## config.mk

```make
export PLATFORM = sky130hd
export DESIGN_NAME = fetch_unit_flat
export DESIGN_NICKNAME = d
export VERILOG_FILES = /design/src/rtl/fetch_unit_if.sv /design/src/rtl/fetch_unit.sv /design/src/flat_wrapper.sv
export SDC_FILE = /design/constraint.sdc
export NUM_CORES = 1
export LEC_CHECK = 0
export ABC_CLOCK_PERIOD_IN_PS = 2550
export BUFFER_PORTS_ARGS = -buffer_cell sky130_fd_sc_hd__buf_2
export CAP_MARGIN = 25
export CORE_MARGIN = 2
export CORE_UTILIZATION = 46
export DETAILED_ROUTE_END_ITERATION = 10
export GPL_ROUTABILITY_DRIVEN = 1
export PLACE_DENSITY = 0.78
export SKIP_CTS_REPAIR_TIMING = 1
export SLEW_MARGIN = 5
export SYNTH_ARGS = -nofsm -noshare
export SYNTH_HDL_FRONTEND = slang
export SYNTH_SLANG_ARGS = --single-unit
export TNS_END_PERCENT = 50
```

## constraint.sdc

```tcl
create_clock -name clock -period 2.55 [get_ports clock]
set_input_delay 0.1275 -clock clock [delete_from_list [all_inputs] [get_ports clock]]
set_output_delay 0.1275 -clock clock [all_outputs]
set_load 0.05 [all_outputs]
```

## src/rtl/fetch_unit_if.sv

```systemverilog
// Fetch-stage bus bundle: instruction-memory request/response, the
// instruction handed to decode, and decode's PC-redirect inputs.
// The fetch unit uses the master view; memory/decode use the slave view.
interface fetch_unit_if;
    logic        instr_req_op;
    logic [31:0] instr_addr_op;
    logic        instr_rvalid_ip;
    logic [31:0] instr_rdata_ip;
    logic        stall_ip;
    logic        pc_mux_ip;
    logic [31:0] pc_branch_offset_ip;
    logic [31:0] pc_op;
    logic [31:0] pc4_op;
    logic        instr_data_valid_op;
    logic [31:0] instr_data_op;
    logic        misaligned_op;
    logic [31:0] retired_count_op;

    modport master (
        output instr_req_op,
        output instr_addr_op,
        input  instr_rvalid_ip,
        input  instr_rdata_ip,
        input  stall_ip,
        input  pc_mux_ip,
        input  pc_branch_offset_ip,
        output pc_op,
        output pc4_op,
        output instr_data_valid_op,
        output instr_data_op,
        output misaligned_op,
        output retired_count_op
    );

    modport slave (
        input  instr_req_op,
        input  instr_addr_op,
        output instr_rvalid_ip,
        output instr_rdata_ip,
        output stall_ip,
        output pc_mux_ip,
        output pc_branch_offset_ip,
        input  pc_op,
        input  pc4_op,
        input  instr_data_valid_op,
        input  instr_data_op,
        input  misaligned_op,
        input  retired_count_op
    );
endinterface

```

## src/rtl/fetch_unit.sv

```systemverilog
// Single-issue, non-speculative instruction fetch stage.
// Holds the PC, issues one memory read at a time, presents the returned
// word to decode, and forms the next PC from decode's redirect inputs
// in the cycle the instruction is consumed. A redirect to a non-word-
// aligned target parks the unit in HALT until reset.
module fetch_unit #(
    parameter logic [31:0] RESET_PC = 32'h0000_0000
) (
    input  logic         clock,
    input  logic         reset,
    fetch_unit_if.master bus
);

    // pc_mux encoding from decode; anything other than OFFSET means NEXTPC.
    localparam logic PC_MUX_OFFSET = 1'b1;

    typedef enum logic [1:0] {
        BOOT  = 2'd0,
        REQ   = 2'd1,
        VALID = 2'd2,
        HALT  = 2'd3
    } state_t;

    state_t      r_state;
    state_t      w_nextState;
    logic [31:0] r_pc;
    logic [31:0] r_instr;
    logic [31:0] r_retired;
    logic        r_misaligned;

    logic        w_loadInstr;
    logic        w_consume;
    logic        w_req;
    logic        w_dataValid;
    logic [31:0] w_target;
    logic        w_targetAligned;

    // Next PC candidate; only meaningful in the consume cycle.
    assign w_target        = (bus.pc_mux_ip == PC_MUX_OFFSET) ?
                             (r_pc + bus.pc_branch_offset_ip) : (r_pc + 32'd4);
    assign w_targetAligned = (w_target[1:0] == 2'b00);

    // State register; reset lands in BOOT so stale responses are dropped.
    always_ff @(posedge clock or posedge reset) begin
        if (reset) begin
            r_state <= BOOT;
        end else begin
            r_state <= w_nextState;
        end
    end

    // Next-state and per-state control strobes.
    always_comb begin
        w_nextState = r_state;
        w_loadInstr = 1'b0;
        w_consume   = 1'b0;
        w_req       = 1'b0;
        w_dataValid = 1'b0;
        case (r_state)
            BOOT: begin
                w_nextState = REQ;
            end
            REQ: begin
                w_req = 1'b1;
                if (bus.instr_rvalid_ip) begin
                    w_loadInstr = 1'b1;
                    w_nextState = VALID;
                end
            end
            VALID: begin
                w_dataValid = 1'b1;
                if (!bus.stall_ip) begin
                    w_consume   = 1'b1;
                    w_nextState = w_targetAligned ? REQ : HALT;
                end
            end
            HALT: begin
                w_nextState = HALT;
            end
            default: begin
                w_nextState = BOOT;
            end
        endcase
    end

    // PC advances on an aligned consume; a misaligned target freezes the PC
    // and raises the sticky flag instead.
    always_ff @(posedge clock or posedge reset) begin
        if (reset) begin
            r_pc         <= RESET_PC;
            r_misaligned <= 1'b0;
        end else if (w_consume) begin
            if (w_targetAligned) begin
                r_pc <= w_target;
            end else begin
                r_misaligned <= 1'b1;
            end
        end
    end

    // Instruction register captures read data only on an accepted response.
    always_ff @(posedge clock or posedge reset) begin
        if (reset) begin
            r_instr <= 32'h0;
        end else if (w_loadInstr) begin
            r_instr <= bus.instr_rdata_ip;
        end
    end

    // Retired counter counts every consume, including one that halts.
    always_ff @(posedge clock or posedge reset) begin
        if (reset) begin
            r_retired <= 32'h0;
        end else if (w_consume) begin
            r_retired <= r_retired + 32'd1;
        end
    end

    assign bus.instr_req_op        = w_req;
    assign bus.instr_addr_op       = r_pc;
    assign bus.pc_op               = r_pc;
    assign bus.pc4_op              = r_pc + 32'd4;
    assign bus.instr_data_valid_op = w_dataValid;
    assign bus.instr_data_op       = r_instr;
    assign bus.misaligned_op       = r_misaligned;
    assign bus.retired_count_op    = r_retired;

endmodule

```

## src/flat_wrapper.sv

```systemverilog
// flat-port wrapper written by rule: the top's interface ports become plain ports
module fetch_unit_flat 
#(
    parameter logic [31:0] RESET_PC = 32'h0000_0000
)
  (clock, reset, bus_instr_req_op, bus_instr_addr_op, bus_instr_rvalid_ip, bus_instr_rdata_ip, bus_stall_ip, bus_pc_mux_ip, bus_pc_branch_offset_ip, bus_pc_op, bus_pc4_op, bus_instr_data_valid_op, bus_instr_data_op, bus_misaligned_op, bus_retired_count_op);
  fetch_unit_if bus_i ();
  input  logic clock;
  input  logic reset;
  output wire logic [$bits(bus_i.instr_req_op)-1:0] bus_instr_req_op;
  output wire logic [$bits(bus_i.instr_addr_op)-1:0] bus_instr_addr_op;
  input wire logic [$bits(bus_i.instr_rvalid_ip)-1:0] bus_instr_rvalid_ip;
  input wire logic [$bits(bus_i.instr_rdata_ip)-1:0] bus_instr_rdata_ip;
  input wire logic [$bits(bus_i.stall_ip)-1:0] bus_stall_ip;
  input wire logic [$bits(bus_i.pc_mux_ip)-1:0] bus_pc_mux_ip;
  input wire logic [$bits(bus_i.pc_branch_offset_ip)-1:0] bus_pc_branch_offset_ip;
  output wire logic [$bits(bus_i.pc_op)-1:0] bus_pc_op;
  output wire logic [$bits(bus_i.pc4_op)-1:0] bus_pc4_op;
  output wire logic [$bits(bus_i.instr_data_valid_op)-1:0] bus_instr_data_valid_op;
  output wire logic [$bits(bus_i.instr_data_op)-1:0] bus_instr_data_op;
  output wire logic [$bits(bus_i.misaligned_op)-1:0] bus_misaligned_op;
  output wire logic [$bits(bus_i.retired_count_op)-1:0] bus_retired_count_op;
  assign bus_instr_req_op = bus_i.instr_req_op;
  assign bus_instr_addr_op = bus_i.instr_addr_op;
  assign bus_i.instr_rvalid_ip = bus_instr_rvalid_ip;
  assign bus_i.instr_rdata_ip = bus_instr_rdata_ip;
  assign bus_i.stall_ip = bus_stall_ip;
  assign bus_i.pc_mux_ip = bus_pc_mux_ip;
  assign bus_i.pc_branch_offset_ip = bus_pc_branch_offset_ip;
  assign bus_pc_op = bus_i.pc_op;
  assign bus_pc4_op = bus_i.pc4_op;
  assign bus_instr_data_valid_op = bus_i.instr_data_valid_op;
  assign bus_instr_data_op = bus_i.instr_data_op;
  assign bus_misaligned_op = bus_i.misaligned_op;
  assign bus_retired_count_op = bus_i.retired_count_op;
  fetch_unit #(.RESET_PC(RESET_PC)) u_core (.clock(clock), .reset(reset), .bus(bus_i));
endmodule
```

# == Yosys cells after proc, flatten, opt, wreduce, memory -nomap -nowiden ==
# Cells that the tools add are included.
# word_totals
register_bits,99
elab_cells,30
in_bits,69
out_inout_bits,163
# op_classes
reduce_logical,5
muxes,11
bitwise,1
n_addsub,3
n_eq_ne,5
# ops
operator,count
32-bit by 1-bit adder with 32-bit output (second input constant),1
32-bit by 3-bit adder with 32-bit output (second input constant),1
32-bit adder,1
32-bit two-way mux,1
2-bit one-hot mux with 4 select lines,1
1-bit two-way mux,6
2-bit two-way mux,3
2-bit AND reduction,3
2-bit == test (second input constant),2
2-bit logical NOT,2
2-bit != test (second input constant),2
2-bit by 1-bit == test with 1-bit output (second input constant),1
1-bit inverter,1

# == Depth between registers and ports, before layout ==
# Gate-level depths: netlist of the first run.
# depth
ltp_word,6
mapped_depth,11
ltp_nobuf,11

# == Least setup slack after synthesis of the first run ==
# OpenSTA, ideal clock, no wires.
# synth_path
kind,register -> register
startpoint,reg u_core.r_pc[2] (netlist: u_core.bus.instr_addr_op[2])
endpoint,reg u_core.r_pc[16] (netlist: u_core.bus.instr_addr_op[16])
path_buffers,1
arrival_ns,3.324
synth_period_minus_slack_ns,3.407
setup_time_ns,0.082
path_slack_ns,-0.857
required_ns,2.468
path_stages_with_launch,11
cell_sequence,dfrtp_1 -> ha_1 -> and3_1 -> and3_1 -> clkbuf_1 -> nand3_1 -> nor2_1 -> nand3_1 -> xnor2_1 -> nand2_1 -> a31oi_1
# synth_between
elab_chain_len,2
elab_cells_between_ends,3
classes_between,2 x add/sub; 1 x mux
# synth_rtl
item,line_no,source
"start, declared",fetch_unit.sv:26,logic [31:0] r_pc;
"start signal, assigned",fetch_unit.sv:94,r_pc <= w_target;
32-bit by 3-bit adder with 32-bit output,-,
net bus_pc4_op[16],flat_wrapper.sv:18,output wire logic [$bits(bus_i.pc4_op)-1:0] bus_pc4_op;
32-bit two-way mux,fetch_unit.sv:39,assign w_target = (bus.pc_mux_ip == PC_MUX_OFFSET) ?
# The timed path passes the listed nets, and every way through them passes these cells.
# A chain may end at the register's enable or synchronous reset.

# == Final worst setup path of the first run ==
# layout_path
startpoint,reg u_core.r_pc[1] (netlist: u_core.bus.instr_addr_op[1])
endpoint,reg u_core.r_pc[29] (netlist: u_core.bus.instr_addr_op[29])
# layout_between
elab_chain_len,4
elab_cells_between_ends,5
classes_between,2 x add/sub; 1 x mux; 2 x reduce/logical
# layout_rtl
item,line_no,source
32-bit by 3-bit adder with 32-bit output / 32-bit adder (equally long branches),fetch_unit.sv:40,(r_pc + bus.pc_branch_offset_ip) : (r_pc + 32'd4);
32-bit two-way mux *,fetch_unit.sv:39,
2-bit logical NOT,fetch_unit.sv:41,assign w_targetAligned = (w_target[1:0] == 2'b00);
2-bit AND reduction (no line),-,
# Mark *: on every way between the ends. The rest lies on a longest branch, timed or not.

==> results of run 1 <==
==> sequential cells by signal, summed over array words and instances, names as in the netlist <==
register                     flops
u_core.bus.instr_addr_op        32
u_core.bus.instr_data_op        32
u_core.bus.misaligned_op         1
u_core.bus.retired_count_op     32
u_core.r_state                   2
==> per-layer routing <==
layer / up-vias / GRT usage, %
met3: 50 / 4.47
met1: 2993 / 30.3
met4: 0 / 9.52
met2: 301 / 40.9
met5: - / 0
li1: 2984 / -
==> synth_stat cells, types with 3 or more instances <==
cell type / number
and3_1: 19
inv_1: 18
nor2b_1: 5
nor2_1: 51
o31ai_1: 6
o21ai_0: 34
dfrtp_1: 99
nand3b_1: 3
buf_4: 34
ha_1: 33
nor3_1: 15
mux2_2: 33
buf_2: 5
a21oi_1: 46
mux2i_1: 5
buf_1: 4
nand3_1: 28
xnor2_1: 53
clkbuf_1: 16
a21o_1: 7
nand4_1: 14
o22a_1: 4
nor4_1: 5
a31oi_1: 5
o21a_1: 4
nand2b_1: 5
o21bai_1: 10
a211oi_1: 3
and2_1: 4
nand2_1: 46
o21ai_1: 6
xor2_1: 28
o22ai_1: 6
a22oi_1: 6
==> cells by family after synthesis <==
kind of cell	share of synthesized area, %
and+or+nand+nor	16.2
AOI/OAI and AO/OA	15.3
DFF	37.8
xor gates and xnor gates	10.8
buffers and inverters	6.52
muxes	6.67
adders and majority gates	6.61
==> final cells by class <==
type | count | share of cell area [%]
inverters | 19 | 0.819
well taps | 180 | 2.46
multi-input cells | 520 | 45.8
clock buffers | 9 | 2.46
flip-flops and latches | 99 | 27.3
repair buffers | 313 | 20.6
clock inverters | 7 | 0.628
==> where the power goes <==
group	switching (mW)	total (mW)	internal [mW]
combinational	4.64	6.79	2.15
clock	0.646	1.32	0.678
sequential	0.353	2.37	2.02
==> cell usage in the layout, fill, tap and decap left out, types with 14 or more instances in the layout <==
cell type / synthesis / layout
a21oi_1: 46 / 41
and3_1: 19 / 14
buf_2: 5 / 215
buf_4: 34 / 81
dfrtp_1: 99 / 81
dfrtp_2: 0 / 18
ha_1: 33 / 20
inv_1: 18 / 17
mux2_2: 33 / 33
nand2_1: 46 / 46
nand3_1: 28 / 26
nand4_1: 14 / 14
nor2_1: 51 / 46
o21ai_0: 34 / 31
xnor2_1: 53 / 44
xor2_1: 28 / 21
==> stage by stage <==
| stage | cell area [um2] | hold WS, ns | utilization (%) | std cells |
|---|---|---|---|---|
| 6_report | 9170 | 0.00836 | 66.0 | 1147 |
| 3_5_place_dp | 8460 | 0.171 | 60.9 | 1121 |
| 3_3_place_gp | 8460 | 0.171 | 60.9 | 1121 |
| 2_1_floorplan | 6880 | 0.230 | - | 697 |
| 5_1_grt | 9170 | 0.00421 | 66.0 | 1147 |
| 4_1_cts | 8740 | -0.204 | 63.0 | 1137 |
==> worst paths after layout <==
kind | startpoint | end | slack (ns) | cells past startpoint
worst max register to register | u_core.bus.instr_addr_op[1] | u_core.bus.instr_addr_op[29] | -0.13 | 10
max in group asynchronous | reset | u_core.bus.instr_addr_op[0] | 1.50 | 4
min in group asynchronous | reset | u_core.bus.retired_count_op[29] | 0.35 | 3
worst max-delay path | u_core.bus.instr_addr_op[1] | u_core.bus.instr_addr_op[29] | -0.13 | 10
worst min-delay path | bus_instr_rdata_ip[21] | u_core.bus.instr_data_op[21] | 0.008 | 2
worst min register to register | u_core.bus.misaligned_op | u_core.bus.misaligned_op | 0.45 | 1
==> metrics.yaml, run 1 <==
run_status:
  status: "finished with violations"
  violations: "setup timing"
cts:
  htreeDepth: 3
  clock-root-buffer: "clkbuf_16"
  path_clk_slew_ns: 0.07
  cts_tree: "done"
  insertion_delay_ns: 0.35
  cts.path.max_buffers: 2
  cts_sinks: 99
  cts_buffers: 9
layout:
  register_area_mm2: 0.00250
  area_delta_synth_final_pct: 40.0
  drive_gt1_share_pct: 47.6
  nFillCells: 1108
  n_antenna_cell: 0
  nNetsFinal: 1065
  multiInputGateArea_mm2: 0.00420
sta:
  relSlewSlack_pct: 61.5
  tightest_slew_ns: 0.576
  fin_ws_ns: -0.131
  hold_violations: 0
  fin_crit_ns: 2.68
  finalMaxSlewViolations: 0
  tns_ns: -0.346
  rsz0062_at_grt: "yes"
  setup_viol: 4
  fin_skew_ns: 0.0128
  fin_crit_sh_pct: 105
  max_freq_ghz: 0.373
drt:
  met1_length_mm: 7.75
  drc: 0
  dr.pass1.iters: 5
  vias: 6328
  drtIter0Drc: 456
  routedWlPerCell_um: 16.8
  antenna_left: 0
  viasPerCell: 5.52
  wl_met2_mm: 9.51
  met3_length_mm: 1.48
  wl_mm: 19.3
  top_layer: "met4"
placement:
  dp_hpwl_mm: 14.5
  io_buffers: 231
  place_ws_ns: -0.0802
  place.gp.congestion: 0.895
worst_setup_path:
  critPathTopFamily: "compound AO/OA/AOI/OAI gates"
  critPathKind: "reg2reg"
  critPathRequiredTime_ns: 2.82
  cp-end-kind: "flop"
  cp_slowest_cell: "dfrtp_2"
  worstSetupStartpointType: "flop"
  worst-path-buf-inv: 0
  slowest_delay_ns: 0.43
  worstPathArrival_ns: 2.95
  crit_chain: "ha_4 -> a211o_1 -> a211o_1 -> nand3b_1 -> a31oi_4 -> a31oi_4 -> nor4_2 -> o31ai_2 -> mux2_4 -> o21ai_2"
  crit_path_max_fanout: 3
floorplanning:
  dieWidth_um: 123
  coreArea_mm2: 0.0139
  ios: 232
  die_h_um: 123
  rows: 43
  dieArea_mm2: 0.0152
  start_util_pct: 47.2
hold_path:
  hold_class: "in2reg"
power_and_ir_drop:
  power_density_mw_per_mm2: 1140
  finalPower_mw: 10.5
  ir_worst_vdd_mv: 0.838
  leakagePower_nw: 4.55
yosys:
  synth_fp_nets: 800
  synth_edf_count: 0
  synth-seq-area-share_pct: 37.8
  netlist_area_mm2: 0.00655
  yosysTopAreaCell: "dfrtp_1"
  ys.flop_type: "dfrtp_1"
  synthDistinctLibCells: 65
  yosys_register_bits: 99
  async_reset_ff_share_pct: 100
  synth.area.top_cells: "dfrtp_1 38%, xnor2_1 7.1%, ha_1 6.3%"
  ys_warn_count: 0
  yosysTopAreaCellShare_pct: 37.8
  synthCells: 697
  avgSynthCellArea_um2: 9.39
grt:
  grt_antenna_before_repair: 0
  grt_util_all_layers_pct: 24.1
  grt_max_degree: 41
  grt_pass1_wl_mm: 28.5
  first_global_vias: 5784
  gr-total-overflow: 0
flow_run:
  maxCapViolCount: 0
(Power assumes the default switching activity.)
==> inputs of run 2 (changes only) <==
Settings changed: CTS_CLUSTER_DIAMETER set to 150, PLACE_DENSITY 0.78 to 0.81, SKIP_LAST_GASP set to 1.
==> metrics.yaml, run 2 (same netlist as run 1, synthesis figures left out) <==
run_status:
  status: "finished with violations"  # unchanged
  violations: "setup timing"  # unchanged
worst_setup_path:
  crit_path_max_fanout: 4  # was 3
  crit_chain: "ha_4 -> a211o_1 -> a211o_1 -> nand3b_1 -> a31oi_4 -> a31oi_4 -> nor4_4 -> o31ai_4 -> mux2_4 -> o21ai_2"  # was ha_4 -> a211o_1 -> a211o_1 -> nand3b_1 -> a31oi_4 -> a31oi_4 -> nor4_2 -> o31ai_2 -> mux2_4 -> o21ai_2
  cp-end-kind: "flop"  # unchanged
  critPathKind: "reg2reg"  # unchanged
  slowest_delay_ns: 0.42  # was 0.43 ns
  critPathRequiredTime_ns: 2.83  # was 2.82 ns
  worstSetupStartpointType: "flop"  # unchanged
  cp_slowest_cell: "dfrtp_2"  # unchanged
  worstPathArrival_ns: 2.93  # was 2.95 ns
layout:
  final_util_pct: 64.8  # was 66.0%
  nNetsFinal: 1054  # was 1,065
  final_cell_mix: "222 x buf_2, 81 x dfrtp_1, 70 x buf_4"  # was 215 x buf_2, 81 x buf_4, 81 x dfrtp_1
  final_common_cell: "buf_2"  # unchanged
  area_delta_synth_final_pct: 37.3  # was 40.0%
  n_antenna_cell: 0  # unchanged
  stdcell_area_mm2: 0.00899  # was 0.00917 mm2
  drive_gt1_share_pct: 46.8  # was 47.6%
grt:
  first_global_vias: 5810  # was 5,784
  gr-total-overflow: 0  # unchanged
  grt_pass1_wl_mm: 29.3  # was 28.5 mm
  grt_max_degree: 100  # was 41
  grt_util_all_layers_pct: 24.5  # was 24.1%
  grt_antenna_before_repair: 1  # was 0
cts:
  htreeDepth: 3  # unchanged
  cts_tree: "done"  # unchanged
  cts_buffers: 9  # unchanged
  path_clk_slew_ns: 0.07  # about the same
  clock-root-buffer: "clkbuf_16"  # unchanged
  cts.path.max_buffers: 2  # unchanged
  cts_sinks: 99  # unchanged
  insertion_delay_ns: 0.36  # was 0.35 ns
floorplanning:
  die_h_um: 123  # unchanged
  start_util_pct: 47.2  # unchanged
  ios: 232  # unchanged
  coreArea_mm2: 0.0139  # unchanged
  dieWidth_um: 123  # unchanged
  rows: 43  # unchanged
  dieArea_mm2: 0.0152  # unchanged
drt:
  drtIter0Drc: 336  # was 456
  wl_mm: 19.3  # about the same
  antenna_left: 0  # unchanged
  dr.pass1.iters: 5  # unchanged
  routedWlPerCell_um: 17.0  # was 16.8 um
  vias: 6245  # was 6,328
  viasPerCell: 5.50  # was 5.52
  drc: 0  # unchanged
sta:
  fin_crit_sh_pct: 104  # was 105%
  finalMaxSlewViolations: 0  # unchanged
  max_freq_ghz: 0.378  # was 0.373 GHz
  relSlewSlack_pct: 57.5  # was 61.5%
  rsz0062_at_grt: "yes"  # unchanged
  hold_violations: 0  # unchanged
  fin_skew_ns: 0.0115  # was 0.0128 ns
  fin_crit_ns: 2.65  # was 2.68 ns
  fin_ws_ns: -0.0971  # was -0.131 ns
  tns_ns: -0.145  # was -0.346 ns
  tightest_slew_ns: 0.637  # was 0.576 ns
  setup_viol: 4  # unchanged
placement:
  io_buffers: 231  # unchanged
  place_area_mm2: 0.00840  # was 0.00846 mm2
  place.gp.congestion: 0.961  # was 0.895
  dp_hpwl_mm: 14.3  # was 14.5 mm
power_and_ir_drop:
  leakagePower_nw: 4.48  # was 4.55 nW
  power_density_mw_per_mm2: 1170  # was 1140 mW/mm2
  ir_worst_vdd_mv: 0.809  # was 0.838 mV
hold_path:
  hold_class: "in2reg"  # unchanged
flow_run:
  maxCapViolCount: 0  # unchanged
run 2: cell types whose count changed in the layout (fill, tap and decap cells not counted), moves of 3 or more:
cell	before	now
and3_1	14	11
and3_2	1	4
buf_2	215	222
buf_4	81	70
buf_6	8	3
ha_4	13	10
run 2: final cells by class:
type / count / area, um2
Fill cell: 1139 / 4890
Tap cell: 180 / 225
Inverter: 19 / 75.1
Clock inverter: 6 / 70.1
Clock buffer: 10 / 239
Sequential cell: 99 / 2500
Multi-Input combinational cell: 520 / 4130
Timing Repair Buffer: 302 / 1750
run 2: final timing paths:
check | startpoint | endpoint | slack, ns | cells past startpoint
max in group asynchronous | reset | u_core.bus.instr_addr_op[17] | 1.62 | 4
min in group asynchronous | reset | u_core.bus.retired_count_op[5] | 0.50 | 4
worst min-delay path | bus_instr_rdata_ip[18] | u_core.bus.instr_data_op[18] | 0.009 | 2
worst min register to register | u_core.bus.misaligned_op | u_core.bus.misaligned_op | 0.47 | 1
worst max-delay path | u_core.bus.instr_addr_op[0] | u_core.bus.instr_addr_op[29] | -0.1 | 10
worst max register to register | u_core.bus.instr_addr_op[0] | u_core.bus.instr_addr_op[29] | -0.1 | 10
run 2: power breakdown:
part | total, mW | leakage (nW) | switching, mW | internal [mW]
Clock | 1.43 | 0.154 | 0.633 | 0.799
Sequential | 2.38 | 1.25 | 0.360 | 2.02
Combinational | 6.67 | 3.08 | 4.61 | 2.06
run 2: metal layers:
| metal | vias up | GRT usage, % | share of wire [%] |
|---|---|---|---|
| li1 | 2950 | - | - |
| met1 | 2958 | 31.4 | 41 |
| met2 | 292 | 40.5 | 48 |
| met3 | 43 | 5.54 | 8.1 |
| met4 | 2 | 9.23 | 2.8 |
| met5 | - | 0 | 0.062 |
run 2: worst max-delay path, delay by kind of cell, from the launching register on:
kind	cells	cell delay [ns]
adder cells (fa/ha/maj)	1	0.18
AO/OA/AOI/OAI	6	1.42
multiplexers	1	0.33
AND/OR/NAND/NOR	2	0.24
flip-flops	1	0.42
run 2: through the flow:
stage	worst slack (ns)	instances	power (mW)	hold WS, ns
2_1_floorplan	-0.216	697	7.41	0.230
3_3_place_gp	-0.000894	1113	8.69	0.331
3_5_place_dp	-0.101	1113	8.80	0.351
4_1_cts	-0.190	1129	10.3	-0.0262
5_1_grt	-0.224	1136	11.0	0.00288
6_report	-0.0971	1136	10.5	0.00859
==> inputs of run 3 (changes only) <==
Settings changed: RECOVER_POWER set to 100.
==> metrics.yaml, run 3 (same netlist as run 1, synthesis figures left out) <==
grt:
  grt_pass1_wl_mm: 29.3  # unchanged
  grt_max_degree: 100  # unchanged
  grt_antenna_before_repair: 1  # unchanged
  first_global_vias: 5810  # unchanged
  gr-total-overflow: 0  # unchanged
  grt_util_all_layers_pct: 24.5  # unchanged
floorplanning:
  start_util_pct: 47.2  # unchanged
  dieWidth_um: 123  # unchanged
  coreArea_mm2: 0.0139  # unchanged
  dieArea_mm2: 0.0152  # unchanged
  rows: 43  # unchanged
  ios: 232  # unchanged
  die_h_um: 123  # unchanged
worst_setup_path:
  worstSetupStartpointType: "flop"  # unchanged
  worstPathArrival_ns: 2.94  # was 2.93 ns
  crit_path_max_fanout: 4  # unchanged
  critPathRequiredTime_ns: 2.83  # about the same
  cp-end-kind: "flop"  # unchanged
  critPathKind: "reg2reg"  # unchanged
  r2r_cells: 10  # unchanged
power_and_ir_drop:
  p_sw_share_pct: 54.6  # was 53.5%
  ir_worst_vdd_mv: 0.787  # was 0.809 mV
  combPwrFrac_pct: 62.9  # was 63.6%
  finalPower_mw: 10.3  # was 10.5 mW
  cellInternalPower_mw: 4.69  # was 4.88 mW
  leakagePower_nw: 3.93  # was 4.48 nW
  pwr-share-clk_pct: 13.9  # was 13.7%
  power_density_mw_per_mm2: 1180  # was 1170 mW/mm2
  sequentialPowerShare_pct: 23.2  # was 22.7%
  p_sw_mw: 5.63  # was 5.61 mW
cts:
  path_clk_slew_ns: 0.07  # about the same
  cts_sinks: 99  # unchanged
  cts_buffers: 9  # unchanged
  cts_tree: "done"  # unchanged
  cts.path.max_buffers: 2  # unchanged
  insertion_delay_ns: 0.36  # about the same
  clock-root-buffer: "clkbuf_16"  # unchanged
  htreeDepth: 3  # unchanged
placement:
  io_buffers: 231  # unchanged
  dp_hpwl_mm: 14.3  # unchanged
  place.gp.congestion: 0.961  # unchanged
  place_inst: 1113  # unchanged
  place_area_mm2: 0.00840  # unchanged
drt:
  routedWlPerCell_um: 17.1  # was 17.0 um
  viasPerCell: 5.49  # was 5.50
  antenna_left: 0  # unchanged
  dr.pass1.iters: 5  # unchanged
  wl_mm: 19.4  # was 19.3 mm
  drtIter0Drc: 373  # was 336
  vias: 6240  # was 6,245
  drc: 0  # unchanged
sta:
  finalMaxSlewViolations: 0  # unchanged
  max_freq_ghz: 0.376  # was 0.378 GHz
  tightest_slew_ns: 1.37  # was 0.637 ns
  relSlewSlack_pct: 8.35  # was 57.5%
  rsz0062_at_grt: "yes"  # unchanged
  whs_ns: 0.00963  # was 0.00859 ns
  fin_crit_sh_pct: 104  # about the same
  fin_ws_ns: -0.109  # was -0.0971 ns
  hold_violations: 0  # unchanged
  tns_ns: -0.201  # was -0.145 ns
  fin_skew_ns: 0.00960  # was 0.0115 ns
  fin_crit_ns: 2.66  # was 2.65 ns
  setup_viol: 6  # was 4
hold_path:
  hold_depth: 2  # unchanged
  hold_class: "in2reg"  # unchanged
run_status:
  status: "finished with violations"  # unchanged
  violations: "setup timing"  # unchanged
layout:
  nNetsFinal: 1054  # unchanged
  drive_gt1_share_pct: 31.2  # was 46.8%
  final_common_cell: "clkbuf_1"  # was buf_2
  area_delta_synth_final_pct: 33.7  # was 37.3%
  final_cell_mix: "144 x clkbuf_1, 81 x dfrtp_1, 79 x buf_2"  # was 222 x buf_2, 81 x dfrtp_1, 70 x buf_4
  n_antenna_cell: 0  # unchanged
  stdcell_area_mm2: 0.00875  # was 0.00899 mm2
  final_cell_count_no_fill: 1136  # unchanged
flow_run:
  maxCapViolCount: 0  # unchanged
## run 3: layer usage
metal | vias up | global-route usage [%] | part of all wire (%)
met3 | 42 | 5.54 | 8.2
met5 | - | 0 | 0.062
met1 | 2960 | 31.4 | 41
li1 | 2952 | - | -
met4 | 2 | 9.23 | 2.9
met2 | 284 | 40.5 | 48
## run 3: power groups by stage
stage | registers [mW] | clock network [mW] | logic [mW]
final | 2.40 | 1.43 | 6.49
after detailed placement | 2.40 | 0 | 6.40
after floorplan | 4.06 | 0 | 3.35
after global placement | 2.37 | 0 | 6.33
after CTS | 2.37 | 1.46 | 6.43
after global routing | 2.46 | 1.53 | 6.88
## run 3: final cells by class
cell class | instances | area, um2
fillers | 1235 | 5130
inverters | 19 | 75.1
well taps | 180 | 225
clock inverters | 6 | 70.1
flip-flops and latches | 99 | 2500
multi-input cells | 520 | 4110
repair buffers | 302 | 1530
clock buffers | 10 | 239
## run 3: worst max-delay path: stages (launching register included)
cell,delay (ns)
dfrtp_2,0.43
ha_4,0.22
a211o_1,0.27
a211o_1,0.28
nand3b_1,0.17
a31oi_4,0.13
a31oi_4,0.33
nor4_4,0.07
o31ai_4,0.27
mux2_4,0.33
o21ai_2,0.10
## run 3: worst paths after layout
kind / startpoint / endpoint / slack (ns)
min reg2reg: u_core.bus.misaligned_op / u_core.bus.misaligned_op / 0.49
max: u_core.bus.instr_addr_op[1] / u_core.bus.instr_addr_op[29] / -0.11
min: bus_instr_rdata_ip[18] / u_core.bus.instr_data_op[18] / 0.01
max in group asynchronous: reset / u_core.bus.instr_addr_op[17] / 0.74
max reg2reg: u_core.bus.instr_addr_op[1] / u_core.bus.instr_addr_op[29] / -0.11
min in group asynchronous: reset / u_core.bus.retired_count_op[5] / 0.87
## run 3: through the flow
| step | setup slack [ns] | util (%) |
|---|---|---|
| after global routing | -0.224 | 63.0 |
| after detailed placement | -0.101 | 60.5 |
| after CTS | -0.190 | 62.7 |
| final | -0.109 | 63.0 |
| after floorplan | -0.216 | - |
| after global placement | -0.000894 | 60.5 |
